File: src/rtl/servo_pkg.sv
// Shared types and constants for the servo PWM controller.
package servo_pkg;

  typedef enum logic [1:0] {
    S_IDLE = 2'd0,
    S_RUN  = 2'd1,
    S_LOAD = 2'd2
  } servo_state_t;

  localparam logic [7:0] CENTER_X = 8'd128;
  localparam logic [6:0] CENTER_Y = 7'd64;

endpackage

File: src/rtl/servo_slew.sv
// One axis of position slewing: moves pos toward tgt by at most
// SLEW_LSB, landing exactly on tgt when it is closer than that.
module servo_slew
  import servo_pkg::*;
#(
  parameter int WIDTH    = 8,
  parameter int SLEW_LSB = 4
) (
  input  logic [WIDTH-1:0] pos,
  input  logic [WIDTH-1:0] tgt,
  output logic [WIDTH-1:0] next_pos
);

  localparam logic [31:0] SLEW_U = SLEW_LSB;

  logic [WIDTH-1:0] diff;

  // Clamp the step to the remaining distance so neither end can wrap.
  always_comb begin
    next_pos = pos;
    diff     = '0;
    if (tgt > pos) begin
      diff = tgt - pos;
      if (32'(diff) > SLEW_U) next_pos = pos + WIDTH'(SLEW_U);
      else                    next_pos = tgt;
    end else if (tgt < pos) begin
      diff = pos - tgt;
      if (32'(diff) > SLEW_U) next_pos = pos - WIDTH'(SLEW_U);
      else                    next_pos = tgt;
    end
  end

endmodule

File: src/rtl/servo_pwm_ctrl.sv
// Two-axis servo PWM controller with per-period slew limiting.
// Optional command watchdog is built in when SERVO_WDT_EN is defined.
module servo_pwm_ctrl
  import servo_pkg::*;
#(
  parameter int PERIOD_CYC  = 2_000_000,
  parameter int MIN_CYC     = 100_000,
  parameter int STEP_X_CYC  = 392,
  parameter int STEP_Y_CYC  = 787,
  parameter int SLEW_LSB    = 4,
  parameter int WDT_PERIODS = 25
) (
  input  logic       clk,
  input  logic       reset,
  input  logic       enable,
  input  logic       cmd_valid,
  input  logic [7:0] cmd_xdata,
  input  logic [6:0] cmd_ydata,
  output logic       pwm_x,
  output logic       pwm_y,
  output logic [7:0] pos_x,
  output logic [6:0] pos_y,
  output logic       at_target,
  output logic       wdt_fault
);

  // The counter reaches PERIOD_CYC for one cycle (during S_LOAD).
  localparam int CNT_W = $clog2(PERIOD_CYC + 1);
  localparam logic [CNT_W-1:0] CNT_LAST = CNT_W'(PERIOD_CYC - 1);
  // Pulse widths are compared at 32 bits, wider than any period count.
  localparam logic [31:0] MIN_U   = MIN_CYC;
  localparam logic [31:0] STEPX_U = STEP_X_CYC;
  localparam logic [31:0] STEPY_U = STEP_Y_CYC;

  servo_state_t     state;
  servo_state_t     next_state;
  logic             in_run;
  logic             in_load;
  logic [CNT_W-1:0] cnt;
  logic [7:0]       tgt_x;
  logic [6:0]       tgt_y;
  logic [7:0]       slew_x;
  logic [6:0]       slew_y;
  logic [31:0]      width_x;
  logic [31:0]      width_y;

  // State register.
  always_ff @(posedge clk or posedge reset) begin
    if (reset) state <= S_IDLE;
    else       state <= next_state;
  end

  // Next-state logic; dropping enable always parks the FSM in idle.
  always_comb begin
    next_state = state;
    if (!enable) begin
      next_state = S_IDLE;
    end else begin
      case (state)
        S_IDLE:  next_state = S_RUN;
        S_RUN:   if (cnt == CNT_LAST) next_state = S_LOAD;
        S_LOAD:  next_state = S_RUN;
        default: next_state = S_IDLE;
      endcase
    end
  end

  // State decode used by the datapath.
  always_comb begin
    in_run  = (state == S_RUN);
    in_load = (state == S_LOAD);
  end

  // Period counter: counts while running, zero otherwise.
  always_ff @(posedge clk or posedge reset) begin
    if (reset)                 cnt <= '0;
    else if (in_run && enable) cnt <= cnt + CNT_W'(1);
    else                       cnt <= '0;
  end

  assign width_x = MIN_U + {24'd0, pos_x} * STEPX_U;
  assign width_y = MIN_U + {25'd0, pos_y} * STEPY_U;

  // Registered pulse outputs; async reset drops them immediately.
  always_ff @(posedge clk or posedge reset) begin
    if (reset) begin
      pwm_x <= 1'b0;
      pwm_y <= 1'b0;
    end else begin
      pwm_x <= in_run && (32'(cnt) < width_x);
      pwm_y <= in_run && (32'(cnt) < width_y);
    end
  end

  servo_slew #(.WIDTH(8), .SLEW_LSB(SLEW_LSB)) u_slew_x (
    .pos      (pos_x),
    .tgt      (tgt_x),
    .next_pos (slew_x)
  );

  servo_slew #(.WIDTH(7), .SLEW_LSB(SLEW_LSB)) u_slew_y (
    .pos      (pos_y),
    .tgt      (tgt_y),
    .next_pos (slew_y)
  );

  // Positions move only at the period boundary so a pulse never changes mid-period.
  always_ff @(posedge clk or posedge reset) begin
    if (reset) begin
      pos_x <= CENTER_X;
      pos_y <= CENTER_Y;
    end else if (in_load) begin
      pos_x <= slew_x;
      pos_y <= slew_y;
    end
  end

`ifdef SERVO_WDT_EN
  localparam int WDT_W = $clog2(WDT_PERIODS + 1);
  localparam logic [WDT_W-1:0] WDT_MAX = WDT_W'(WDT_PERIODS);
  localparam logic [31:0]      WDT_U   = WDT_PERIODS;

  logic [WDT_W-1:0] wdt_cnt;
  logic             wdt_fault_q;
  logic             wdt_expire;

  assign wdt_expire = in_load && ((32'(wdt_cnt) + 32'd1) >= WDT_U);

  // Count period boundaries without a command; a command always wins over expiry.
  always_ff @(posedge clk or posedge reset) begin
    if (reset) begin
      wdt_cnt     <= '0;
      wdt_fault_q <= 1'b0;
    end else if (cmd_valid) begin
      wdt_cnt     <= '0;
      wdt_fault_q <= 1'b0;
    end else if (in_load) begin
      if (wdt_cnt != WDT_MAX) wdt_cnt <= wdt_cnt + WDT_W'(1);
      if (wdt_expire)         wdt_fault_q <= 1'b1;
    end
  end

  // Target latch; on expiry the target falls back to centre until the next command.
  always_ff @(posedge clk or posedge reset) begin
    if (reset) begin
      tgt_x <= CENTER_X;
      tgt_y <= CENTER_Y;
    end else if (cmd_valid) begin
      tgt_x <= cmd_xdata;
      tgt_y <= cmd_ydata;
    end else if (wdt_expire) begin
      tgt_x <= CENTER_X;
      tgt_y <= CENTER_Y;
    end
  end

  assign wdt_fault = wdt_fault_q;
`else
  // Target latch; commands are accepted in every state.
  always_ff @(posedge clk or posedge reset) begin
    if (reset) begin
      tgt_x <= CENTER_X;
      tgt_y <= CENTER_Y;
    end else if (cmd_valid) begin
      tgt_x <= cmd_xdata;
      tgt_y <= cmd_ydata;
    end
  end

  assign wdt_fault = 1'b0;
`endif

  assign at_target = (pos_x == tgt_x) && (pos_y == tgt_y);

endmodule

File: config.mk
export PLATFORM = sky130hd
export DESIGN_NAME = servo_pwm_ctrl
export DESIGN_NICKNAME = d
export VERILOG_FILES = /design/src/rtl/servo_pkg.sv /design/src/rtl/servo_slew.sv /design/src/rtl/servo_pwm_ctrl.sv
export SDC_FILE = /design/constraint.sdc
export NUM_CORES = 1
export LEC_CHECK = 0
export ABC_AREA = 1
export ABC_CLOCK_PERIOD_IN_PS = 5000
export CORE_ASPECT_RATIO = 1.25
export CORE_MARGIN = 2
export CORE_UTILIZATION = 42
export DETAILED_ROUTE_END_ITERATION = 10
export PLACE_DENSITY = 0.62
export SYNTH_ARGS = -nofsm -noshare
export SYNTH_HDL_FRONTEND = slang
export SYNTH_SLANG_ARGS = --single-unit
File: constraint.sdc
create_clock -name clk -period 5 [get_ports clk]
set_input_delay 1.25 -clock clk [delete_from_list [all_inputs] [get_ports clk]]
set_output_delay 1.25 -clock clk [all_outputs]
set_load 0.01 [all_outputs]
==> results list, run 1 <==
* Vias post-DR: 6573
- Overall die width: roughly 120 um
- Global routing finished with a remaining overflow of 0.
- The detailed router finished its first iteration with 252 violations.
- Sort of element at the start of the critical path: flip-flop
- The initial utilization of the core area, before any placement, comes to 42.5%.
- CTS Root Cell: sky130_fd_sc_hd__clkbuf_16
* Number of H-tree branching levels: 2
* Number of synthesized register bits: 55
- Clock buffer count from CTS: 5
- Final weighted congestion in routability-driven placement: between 0.9 and 1
* Count of max-cap constraint violations: 0
- Total setup violations reported at the end of the flow: 0
- The first TritonRoute pass finished after 5 iterations.
- After synthesis, the mean cell area works out to roughly 7.3 um^2.
- Leaving out filler cells and counting taps, the final layout contains 1275.
* Maximum fanout along the worst path: 12
- The number of gates resized after CTS was 0.
* Final net count: 1226
- Clock-pin slew was measured on the worst setup and hold paths at 80 ps.
- Number of unique standard cell types used by synthesis: 44
* Number of hold-slack violations in the final timing report: 0
- TritonCTS built the clock tree.
- Peak supply drop: 0.133 mV
- Via count of the first global-routing pass: 6462
* Transition time at the pin with the least slew margin: 999 ps
- The routed design could run at a clock period as short as around 4400 ps.
- The number of pins exceeding their max-slew limit in the final report was 0.
- Synthesized cell area: 7360 um^2
* Buffer levels on the longest clock path: 2
- Fin Clk Skew: 7.70 ps
- The later pin in the worst-skew pair is clocked with a latency of 300 ps.
- The critical path in this run is classified as reg -> reg.
* Total of buffers placed on input and output ports: 36
- Area after DPL: 8000 um^2
- Filler cell count in the final layout: approximately 1800
* Cell Pwr Density: 179 nW/um^2
* Relative area change from synthesis to final layout: 10.7%
* Synth async-reset ratio: 100%
- Min-delay src: state[0]
- Worst Setup End Kind: flip-flop
- Placement row count: 54
- Achievable Freq: around 0.23 GHz
* Warnings from Yosys: 0
* Reg-to-reg slack, setup: ~580 ps
- Cells with a size suffix above 1 make up 7.52% of the layout.
- Pleak: approximately 4.3 nW
- Wires add up to approximately 18 mm.
- Across every metal layer, demand over resource in global routing totals 19.9%.
* Design area: 8150 um^2
- For the worst setup path, the data required time is around 5200 ps.
* WHS Path Cells: 1
- The number of nets in the synthesized netlist is 1187.
- In the routed design, unresolved DRC markers number 0.
* Per-cell routed wire length: 14.1 um
- R2R Path Start: pos_x[2]
* HP Class: reg -> reg
* Area of the core: between 15000 and 20000 um^2
- Total setup buffers inserted after CTS: 0
* Period utilisation layout: approximately nine tenths
- Synthesis handed over a netlist of 1011 instances.
- Floorplan die area: between 15000 and 20000 um^2
- Result of the run: finished, final reports clean
* Unrepaired setup endpoints after global routing: no
- ANT nets after route: 0
- DPL Wire Length: about 15 mm
- Data on the critical path arrives at its endpoint at 4610 ps.
- Sink Count: between 50 and 60
- Dividing the detail-routed via count by the number of cells gives 5.16.
- In this run the critical register-to-register path is captured at pwm_x.
* Maximum number of pins on one net before global-route repair: 46
- 38 I/O pins were placed.
- The die is 152 um tall.
- The first global-routing pass estimated 30.4 mm of wire.
- R2r worst-path depth: 21
* Hold buffers post-CTS: 0
* TNS Setup: 0 ps
- The path with the worst hold slack has its endpoint at state[0].
- Tightest slew margin relative to the limit: 33.2%
- Initial antenna violation count: 0
- Sequential fraction of the synthesis area: 18.8%
- Number of flops mapped to enable cells by yosys: 0
* Primary flip-flop cell chosen by synthesis mapping: sky130_fd_sc_hd__dfrtp_1
- The number of antenna diodes in the final layout is 0.
- Post-Place Cells: 1267
## layout make-up
cell class | instances | area [um^2] | area share, %
Timing Repair Buffer | 43 | 413 | 5.07
Multi-Input combinational cell | 796 | 5360 | 65.8
Inverter | 149 | 559 | 6.86
Clock inverter | 3 | 27.5 | 0.338
Tap cell | 224 | 280 | 3.44
Sequential cell | 55 | 1380 | 17.0
Clock buffer | 5 | 125 | 1.54
## cell usage after synthesis, types with 9 or more instances
cell type | instances | area, um^2
sky130_fd_sc_hd__fa_1 | 12 | 240
sky130_fd_sc_hd__nor3_1 | 12 | 60.1
sky130_fd_sc_hd__nand2_1 | 255 | 957
sky130_fd_sc_hd__nand3_1 | 63 | 315
sky130_fd_sc_hd__nor2_1 | 52 | 195
sky130_fd_sc_hd__o21ai_0 | 37 | 185
sky130_fd_sc_hd__xor2_1 | 29 | 254
sky130_fd_sc_hd__ha_1 | 145 | 1810
sky130_fd_sc_hd__nand2_2 | 18 | 113
sky130_fd_sc_hd__inv_1 | 138 | 518
sky130_fd_sc_hd__xnor2_1 | 19 | 166
sky130_fd_sc_hd__inv_2 | 9 | 33.8
sky130_fd_sc_hd__nand4_1 | 32 | 200
sky130_fd_sc_hd__a21oi_1 | 52 | 260
sky130_fd_sc_hd__dfrtp_1 | 51 | 1280
## layer usage
| metal | share of wire, % | wire, um | global-route usage (%) | up-vias |
|---|---|---|---|---|
| met4 | 2.0 | 352 | 5.25 | 0 |
| met1 | 44 | 7910 | 24.9 | 3012 |
| met5 | 0 | 0 | 0 | - |
| met2 | 52 | 9270 | 36.0 | 116 |
| li1 | - | - | - | 3420 |
| met3 | 2.5 | 442 | 1.73 | 25 |
## per-stage QoR
step | setup WS, ps | util [%] | total power, mW | hold WS [ps]
2_1_floorplan | 594 | - | 0.951 | 458
3_3_place_gp | 727 | 46.2 | 1.09 | 489
3_5_place_dp | 589 | 46.2 | 1.10 | 489
4_1_cts | 558 | 47.1 | 1.48 | 507
5_1_grt | 198 | 47.1 | 1.58 | 543
6_report | 579 | 47.1 | 1.46 | 506
## power by group
part | switching (mW) | leakage (nW) | internal, mW
logic | 0.381 | 3.46 | 0.218
registers | 0.0214 | 0.720 | 0.466
clock network | 0.184 | 0.0719 | 0.191
total | 0.586 | 4.26 | 0.875
## how the worst max path moves through the flow
stage	slack, ps	endpoint	from
4_1_cts	560	pwm_x	pos_x[2]
3_5_place_dp	590	pwm_x	pos_x[2]
5_1_grt	200	pwm_x	pos_x[2]
2_1_floorplan	590	pwm_y	pos_y[5]
6_report	580	pwm_x	pos_x[2]
3_3_place_gp	730	pwm_x	pos_x[2]
## critical path, stage by stage (launching register included)
cell	delay, ps
sky130_fd_sc_hd__dfrtp_1	590
sky130_fd_sc_hd__inv_1	150
sky130_fd_sc_hd__ha_1	370
sky130_fd_sc_hd__fa_1	470
sky130_fd_sc_hd__ha_1	320
sky130_fd_sc_hd__inv_1	60
sky130_fd_sc_hd__fa_1	450
sky130_fd_sc_hd__nand3b_1	170
sky130_fd_sc_hd__nand2_1	80
sky130_fd_sc_hd__nand2_1	60
sky130_fd_sc_hd__nand2_1	60
sky130_fd_sc_hd__a21oi_1	70
sky130_fd_sc_hd__xor2_1	310
sky130_fd_sc_hd__o21ai_1	120
sky130_fd_sc_hd__nand2_1	70
sky130_fd_sc_hd__nand2_1	50
sky130_fd_sc_hd__ha_1	290
sky130_fd_sc_hd__nand2_1	70
sky130_fd_sc_hd__nor3_1	220
sky130_fd_sc_hd__o2111ai_1	130
sky130_fd_sc_hd__o2111ai_1	130
sky130_fd_sc_hd__nor2_1	60
## flip-flops by register name, summed over array words and instances, names as in the netlist
signal	flops
cnt	21
pos_x	8
tgt_x	8
pos_y	7
tgt_y	7
state	2
pwm_x	1
pwm_y	1
## cells in the final DEF, fill, tap and decap left out, drive strengths merged
cell	n
a211oi	1
a21boi	1
a21o	1
a21oi	57
a31oi	3
buf	7
clkbuf	5
clkdlybuf4s50	36
clkinv	3
clkinvlp	1
conb	1
dfrtp	51
dfstp	4
fa	12
ha	145
inv	148
nand2	273
nand3	71
nand3b	4
nand4	32
nor2	62
nor3	12
nor4	11
o2111ai	5
o211ai	4
o21ai	45
o21bai	4
or2	4
xnor2	19
xor2	29
## cells by family (layout without fill, tap and decap cells)
group                      count (synthesis)  count (layout)  share of synthesized area [%]
and+or+nand+nor                          469             469                           29.7
buffers and inverters                    160             200                           8.38
adders and majority gates                157             157                           27.9
AOI/OAI and AO/OA                        121             121                           9.50
DFF                                       55              55                           18.8
xor gates and xnor gates                  48              48                           5.71
other                                      1               1                         0.0510
No activity file was read; power rests on OpenSTA's default activity.
==> inputs of run 2 (changes only) <==
--- a/config.mk
+++ b/config.mk
@@ -7,11 +7,13 @@
 export LEC_CHECK = 0
 export ABC_AREA = 1
 export ABC_CLOCK_PERIOD_IN_PS = 5000
+export CELL_PAD_IN_SITES_DETAIL_PLACEMENT = 1
+export CELL_PAD_IN_SITES_GLOBAL_PLACEMENT = 2
 export CORE_ASPECT_RATIO = 1.25
 export CORE_MARGIN = 2
-export CORE_UTILIZATION = 42
+export CORE_UTILIZATION = 36
 export DETAILED_ROUTE_END_ITERATION = 10
-export PLACE_DENSITY = 0.62
+export PLACE_DENSITY = 0.85
 export SYNTH_ARGS = -nofsm -noshare
 export SYNTH_HDL_FRONTEND = slang
 export SYNTH_SLANG_ARGS = --single-unit
==> results list, run 2 (synthesis gave the netlist of run 1 again) <==
* Result of the run: finished, final reports clean
- Pre-Repair DR Iteration Count: 4 (-1)
- Total setup buffers inserted after CTS: 0 (unchanged)
- STA classifies the critical path startpoint as a flip-flop.
- Via count of the first global-routing pass: 7022 (+8.7%)
* Starting density of the core: 36.6% (-5.9 points)
- The number of instances in the placed design was 1317 (+3.9%).
* Period utilisation layout: 91.1% (+2.7 points)
* Total setup violations reported at the end of the flow: 0 (unchanged)
* Die Height: 164 um (+7.8%)
- The leakage component of the power was 4.28 nW (+0.50%).
- The met2 usage came to 39.1% (+3.1 points).
- The diode insertion count for antenna repair is 0 (unchanged).
- The clock insertion delay at the later pin of the skew report was 310 ps (about the same).
- DPL Wire Length: 17.6 mm (+19%)
* Max reg flops: 21 (unchanged)
* Overall track demand over capacity in global routing: 20.2% (+0.34 points)
* Area of the core: 20100 um^2 (+16%)
- The post-route cell area was 8240 um^2 (+1.1%).
- HP Class: reg -> reg
- Count of max-cap constraint violations: 0 (unchanged)
- Area after DPL: 8080 um^2 (+1.1%)
- The initial antenna violation count came to 0 (unchanged).
- Setup repair after global routing left no endpoint under its margin.
- The power density relative to cell area came to 182 nW/um^2 (+1.2%).
- The total number of clock tree sinks was 55 (unchanged).
- The top-level I/O count was 38 (unchanged).
* Worst Setup End Kind: flip-flop
- The hold buffer count at cts was 0 (unchanged).
- By startpoint and endpoint, the worst setup path is classified as reg -> reg.
- Relative area change from synthesis to final layout: 11.9%
- Final net count: 1230 (+0.33%)
* Overall die width: 132 um (+7.7%)
- The number of vias in the routed layout was 6716 (+2.2%).
- The largest registers in the layout are cnt (21), pos_x (8), tgt_x (8).
- Fin Clk Skew: 11.2 ps (+3.51 ps)
* Tightest slew margin relative to the limit: 25.9% (-7.3 points)
- The aggregate negative setup slack is 0 ps (unchanged).
* Total of buffers placed on input and output ports: 36 (unchanged)
- Commonest non-fill, non-tap cells in the layout: sky130_fd_sc_hd__nand2_1, sky130_fd_sc_hd__ha_1, sky130_fd_sc_hd__inv_1, sky130_fd_sc_hd__nand3_1
- Achievable Freq: 0.219 GHz (-3.0%)
- The detailed-route wire length is 21.0 mm (+17%).
- Final standard cell count with taps included and fillers excluded: 1325 (+3.9%)
- The post-place setup slack came to 496 ps (-93.5 ps).
- The wire length of the first global-routing pass came to 35.2 mm (+16%).
- Power, Total: 1.50 mW (+2.3%)
- Final-report max-slew violation count: 0 (unchanged)
* Most common cell after layout, fill and taps aside: sky130_fd_sc_hd__nand2_1
- Global Route met1 Usage: 23.7% (-1.2 points)
- Most flop-heavy register: cnt
- The overall die area was 21600 um^2 (+16%).
- Buffer levels on the longest clock path: 2 (unchanged)
- Number of hold-slack violations in the final timing report: 0 (unchanged)
* Fraction of layout instances using a drive strength above 1: 7.87% (+0.35 points)
- Post-route worst hold slack: 528 ps (+21.6 ps)
* Clock buffer count from CTS: 5 (unchanged)
* Minimum clock period after layout: 4560 ps (+136 ps)
- The smallest setup slack after layout came to 443 ps (-136 ps).
- Placement row count: 58 (+7.4%)
- TritonCTS built the clock tree.
* Maximum number of pins on one net before global-route repair: 47 (+2.2%)
- The met3 capacity usage during global routing was 1.88% (+0.16 points).
- The worst-margin pin slew came to 1110 ps (+109 ps).
* Peak supply drop: 0.143 mV (+7.9%)
- PostCTS Resize Cnt: 0 (unchanged)
- The clock-pin slew on the worst setup and hold paths was 80 ps (about the same).
- The critical path data arrival time came to 4750 ps (+140 ps).
- Global route hottest layer: met2
- The via-per-instance ratio was 5.07 (-1.7%).
* Final weighted congestion in routability-driven placement: 0.813 (-9.9%)
* Utilization of the core after routing: 41.0% (-6.1 points)
- The aggregate global routing overflow was 0 (unchanged).
* ANT nets after route: 0 (unchanged)
- In this run the clock root is driven by a sky130_fd_sc_hd__clkbuf_16.
* Maximum fanout along the worst path: 6 (-6)
- Number of H-tree branching levels: 2 (unchanged)
* Remaining design rule violation count: 0 (unchanged)
* Data required time at the worst endpoint: 5190 ps (about the same)
- Detailed router's first-iteration violation count: 206 (-18%)
* Per-cell routed wire length: 15.9 um (+12%)
==> run 2: cell types whose count changed in the layout (fill, tap and decap cells not counted) <==
cell / change
sky130_fd_sc_hd__buf_4: +4
==> run 2: metal layers <==
layer  up-vias  part of all wire [%]
met2        71                    53
met4         0                   2.0
met5         -                     0
met3        23                   1.7
li1       3412                     -
met1      3210                    43
==> run 2: power breakdown <==
group / internal (mW) / leakage (nW) / switching (mW)
logic: 0.220 / 3.49 / 0.407
clock network: 0.191 / 0.0719 / 0.192
registers: 0.466 / 0.720 / 0.0183
==> run 2: worst paths after layout <==
check	start	to	depth (start not counted)	slack [ps]
worst max register to register	pos_x[3]	pwm_x	21	440
max in group asynchronous	reset	pos_x[7]	3	2690
min in group asynchronous	reset	tgt_y[1]	2	1500
worst min register to register	state[0]	state[0]	1	530
worst min-delay path	state[0]	state[0]	1	530
worst max-delay path	pos_x[3]	pwm_x	21	440
==> run 2: critical path: stages, from the launching register on <==
cell and delay (ps):
sky130_fd_sc_hd__dfrtp_1 490, sky130_fd_sc_hd__inv_1 170, sky130_fd_sc_hd__ha_1 370, sky130_fd_sc_hd__fa_1 470, sky130_fd_sc_hd__ha_1 320, sky130_fd_sc_hd__inv_1 60, sky130_fd_sc_hd__fa_1 450, sky130_fd_sc_hd__nand3b_1 180
sky130_fd_sc_hd__nand2_1 90, sky130_fd_sc_hd__nand2_1 70, sky130_fd_sc_hd__nand2_1 70, sky130_fd_sc_hd__a21oi_1 70, sky130_fd_sc_hd__xor2_1 300, sky130_fd_sc_hd__o21ai_1 110, sky130_fd_sc_hd__nand2_1 70, sky130_fd_sc_hd__nand2_1 60
sky130_fd_sc_hd__ha_1 290, sky130_fd_sc_hd__nand2_1 70, sky130_fd_sc_hd__nor3_1 310, sky130_fd_sc_hd__o2111ai_1 200, sky130_fd_sc_hd__o2111ai_1 150, sky130_fd_sc_hd__nor2_1 60
==> run 2: cell type report <==
type,count,area [um^2]
clock inverters,3,27.5
repair buffers,47,443
well taps,270,338
clock buffers,5,125
flip-flops and latches,55,1380
multi-input cells,796,5360
inverters,149,559
fillers,2563,11900
==> inputs of run 3 (changes only) <==
--- a/config.mk
+++ b/config.mk
@@ -16,4 +16,6 @@
 export PLACE_DENSITY = 0.85
 export SYNTH_ARGS = -nofsm -noshare
 export SYNTH_HDL_FRONTEND = slang
+export SYNTH_HIERARCHICAL = 1
 export SYNTH_SLANG_ARGS = --single-unit
+export TNS_END_PERCENT = 20
==> results list, run 3 <==
* Result of the run: finished, final reports clean
- The fraction of power spent switching nets was 43.5% (+2.1 points).
- For hold timing, the worst endpoint is state[0].
- The via-per-instance ratio came to 5.08 (+0.17%).
- Number of flops mapped to enable cells by yosys: 0 (unchanged)
- By area the synthesized netlist is led by sky130_fd_sc_hd__ha_1, sky130_fd_sc_hd__dfrtp_1, sky130_fd_sc_hd__nand2_1.
- Number of H-tree branching levels: 2 (unchanged)
- WHS Path Cells: 1 (unchanged)
- The routability congestion estimate from global placement came to 0.866 (+6.6%).
- The clock insertion delay at the later pin of the skew report was 310 ps (about the same).
- The number of distinct library cells after synthesis is 44 (unchanged).
- The worst slew margin relative to its limit was 37.4% (+12 points).
- Count of max-cap constraint violations: 0 (unchanged)
* Sink Count: 55 (unchanged)
* Pleak: 4.80 nW (+12%)
- Hold buffers post-CTS: 0 (unchanged)
- Synth top cells by count: sky130_fd_sc_hd__nand2_1, sky130_fd_sc_hd__inv_1, sky130_fd_sc_hd__ha_1, sky130_fd_sc_hd__nand3_1, sky130_fd_sc_hd__nor2_1
* Vias post-DR: 7550 (+12%)
* DPL Wire Length: 19.2 mm (+9.1%)
- The worst-margin pin slew was 936 ps (-172 ps).
- The row count came to 61 (+5.2%).
- The worst setup path is launched from a flip-flop.
- The total of flip-flops plus latches after synthesis is 55 (unchanged).
- TNS Setup: 0 ps (unchanged)
* Most common cell after layout, fill and taps aside: sky130_fd_sc_hd__nand2_1
- Total of buffers placed on input and output ports: 36 (unchanged)
* Area after DPL: 8800 um^2 (+8.9%)
- Design area: 8970 um^2 (+8.9%)
- The critical path data arrival time is 4410 ps (-340 ps).
- The detailed-route wire length came to 22.8 mm (+8.7%).
- The power share of the sequential group is 27.7% (-4.7 points).
* Int Power: 1.05 mW (+19%)
* Maximum number of pins on one net before global-route repair: 37 (-21%)
- Total congestion overflow after global routing: 0 (unchanged)
- The clock skew after layout is 15.3 ps (+4.06 ps).
* Final net count: 1372 (+12%)
* Registers with the most flip-flops: cnt (21), pos_x (8), tgt_x (8)
* Most instantiated library cell after synthesis: sky130_fd_sc_hd__nand2_1
* Remaining design rule violation count: 0 (unchanged)
- The core region area is 22200 um^2 (+10%).
* Buffer levels on the longest clock path: 2 (unchanged)
* Max reg flops: 21 (unchanged)
* Worst Setup End Kind: flip-flop
- Filler cell count in the final layout: 2892 (+13%)
- The final number of hold-violating endpoints was 0 (unchanged).
- The part of the cycle the worst path needs came to 84.4% (-6.7 points).
* Data required time at the worst endpoint: 5180 ps (about the same)
- The total setup buffers inserted after CTS came to 0 (unchanged).
- The largest fanout on the critical path came to 12 (+6).
* CTS Root Cell: sky130_fd_sc_hd__clkbuf_16
- Synthesized net count: 1336 (+13%)
- Setup repair after global routing left no endpoint under its margin.
- Worst R2R End: pwm_x
- Final-report max-slew violation count: 0 (unchanged)
- The via count of the first global-routing pass is 7941 (+13%).
- The number of instances in the placed design is 1479 (+12%).
* Post-synthesis cell type with the largest combined area: sky130_fd_sc_hd__ha_1
- TritonCTS built the clock tree.
- Die Height: 172 um (+5.1%)
* HP Class: reg -> reg
- The mean routed wirelength per cell was 15.4 um (-3.2%).
- The highest ir drop seen on vdd was 0.111 mV (-22%).
- Detailed router's first-iteration violation count: 294 (+43%)
- Cell Pwr Density: 206 nW/um^2 (+13%)
* Floorplan die area: 23900 um^2 (+10%)
* Minimum clock period after layout: 4220 ps (-336 ps)
- Fraction of layout instances using a drive strength above 1: 8.64% (+0.77 points)
- The number of resized instances in the post-cts repair step came to 0 (unchanged).
* Sequential fraction of the synthesis area: 17.0% (-1.8 points)
* Clock buffer count from CTS: 5 (unchanged)
- The number of cells on the worst reg-to-reg path was 20 (-4.8%).
- Power, Total: 1.85 mW (+24%)
- The fmax came to 0.237 GHz (+8.0%).
- The worst setup slack for register-to-register paths came to 780 ps (+340 ps).
- The share of flip-flops with an asynchronous set or reset after synthesis came to 100% (unchanged).
- The switching power came to 0.803 mW (+30%).
- The initial standard-cell utilization of the core came to 36.7% (+0.068 points).
- The diode insertion count for antenna repair came to 0 (unchanged).
* Clock-pin slew of the registers on the worst-case setup and hold paths: 80 ps (about the same)
- The proportion of power drawn by the clock network was 22.7% (-2.9 points).
- The post-synthesis cell count is 1167 (+15%).
* Most flop-heavy register: cnt
- Initial antenna violation count: 0 (unchanged)
* Overall die width: 139 um (+5.1%)
* Final standard cell count with taps included and fillers excluded: 1487 (+12%)
- First-pass GRT wire length: 38.9 mm (+11%)
* Min-delay src: state[0]
- Comb power frac: 49.7% (+7.7 points)
- Overall track demand over capacity in global routing: 19.7% (-0.47 points)
- I/O Pins: 38 (unchanged)
* Primary flip-flop cell chosen by synthesis mapping: sky130_fd_sc_hd__dfrtp_1
- The count of warnings emitted by yosys is 6 (+6).
- Synthesized cell area: 8150 um^2 (+11%)
- Kind of critical path: reg -> reg
- The length of the first detailed-routing pass in iterations came to 6 (+2).
* Fraction of post-synthesis cell area in the top cell type by area: 21.2% (-3.5 points)
- Commonest non-fill, non-tap cells in the layout: sky130_fd_sc_hd__nand2_1, sky130_fd_sc_hd__inv_1, sky130_fd_sc_hd__ha_1, sky130_fd_sc_hd__nand3_1, sky130_fd_sc_hd__nor2_1
- The count of endpoints failing setup in the final report was 0 (unchanged).
* Avg Synthesized Cell Area: 6.98 um^2 (-4.1%)
- ANT nets after route: 0 (unchanged)
- The worst register-to-register path begins at pos_x[2].
- Relative to the synthesized area, the layout overhead comes to 10.1%.
run 3: cell types whose count changed in the layout (fill, tap and decap cells not counted), moves of 7 or more:
cell / before / now
sky130_fd_sc_hd__nor2_1: 52 / 78
sky130_fd_sc_hd__xor2_1: 29 / 36
sky130_fd_sc_hd__o21ai_0: 37 / 28
sky130_fd_sc_hd__nand3_1: 63 / 110
sky130_fd_sc_hd__ha_1: 145 / 138
sky130_fd_sc_hd__nand2_1: 255 / 274
sky130_fd_sc_hd__nor2_2: 5 / 12
sky130_fd_sc_hd__inv_1: 137 / 183
sky130_fd_sc_hd__mux2_2: 0 / 19
run 3: final cells by class:
type / count / area, um^2 / area share, %
repair buffers: 44 / 420 / 4.69
inverters: 191 / 717 / 7.99
multi-input cells: 906 / 5930 / 66.1
well taps: 283 / 354 / 3.95
clock inverters: 2 / 37.5 / 0.418
clock buffers: 6 / 129 / 1.44
flip-flops and latches: 55 / 1380 / 15.4
run 3: power groups by stage:
stage | logic (mW) | registers, mW | clock network (mW)
final | 0.918 | 0.511 | 0.419
after global routing | 1.06 | 0.517 | 0.448
after CTS | 0.934 | 0.512 | 0.434
after detailed placement | 0.929 | 0.520 | 0
after global placement | 0.908 | 0.520 | 0
after floorplan | 0.698 | 0.515 | 0
run 3: worst max-delay path by stage:
stage,depth (start not counted),from,endpoint,slack (ps)
5_1_grt,21,pos_x[2],pwm_x,370
3_3_place_gp,20,pos_x[2],pwm_x,920
3_5_place_dp,17,pos_y[2],pwm_y,770
2_1_floorplan,19,pos_y[5],pwm_y,1050
6_report,20,pos_x[2],pwm_x,780
4_1_cts,20,pos_x[2],pwm_x,730
run 3: layer usage:
metal / global-route usage (%) / up-vias / wire [um]
li1: - / 3863 / -
met1: 24.6 / 3609 / 10600
met2: 37.0 / 54 / 11600
met3: 2.02 / 24 / 383
met4: 3.99 / 0 / 323
met5: 0 / - / 0
run 3: through the flow:
stage / hold slack (ps) / worst slack [ps] / utilization, %
final: 473 / 779 / 40.4
after global routing: 513 / 368 / 40.4
after CTS: 481 / 732 / 40.4
after detailed placement: 468 / 771 / 39.6
after global placement: 463 / 915 / 39.6
after floorplan: 437 / 1050 / -
run 3: cell families after synthesis:
group	synth area share, %
adders and majority gates	24.1
DFF	17.0
and+or+nand+nor	32.2
muxes	2.63
AOI/OAI and AO/OA	7.93
buffers and inverters	10.2
xor gates and xnor gates	5.90
other	0.0460
run 3: worst max-delay path, cell delays in order (launching register included):
cell and delay [ps]:
sky130_fd_sc_hd__dfrtp_1 600, sky130_fd_sc_hd__ha_1 330, sky130_fd_sc_hd__fa_1 470, sky130_fd_sc_hd__ha_1 300, sky130_fd_sc_hd__ha_1 230, sky130_fd_sc_hd__inv_1 80, sky130_fd_sc_hd__fa_1 430, sky130_fd_sc_hd__inv_1 70
sky130_fd_sc_hd__nor2_1 60, sky130_fd_sc_hd__nand2_1 110, sky130_fd_sc_hd__nand2_1 80, sky130_fd_sc_hd__nor2_2 170, sky130_fd_sc_hd__nand3_1 120, sky130_fd_sc_hd__nand3_1 80, sky130_fd_sc_hd__nand2_1 70, sky130_fd_sc_hd__ha_1 270
sky130_fd_sc_hd__nand2_1 70, sky130_fd_sc_hd__nor3_1 260, sky130_fd_sc_hd__o211ai_1 130, sky130_fd_sc_hd__nand3_1 110, sky130_fd_sc_hd__nor2_1 40
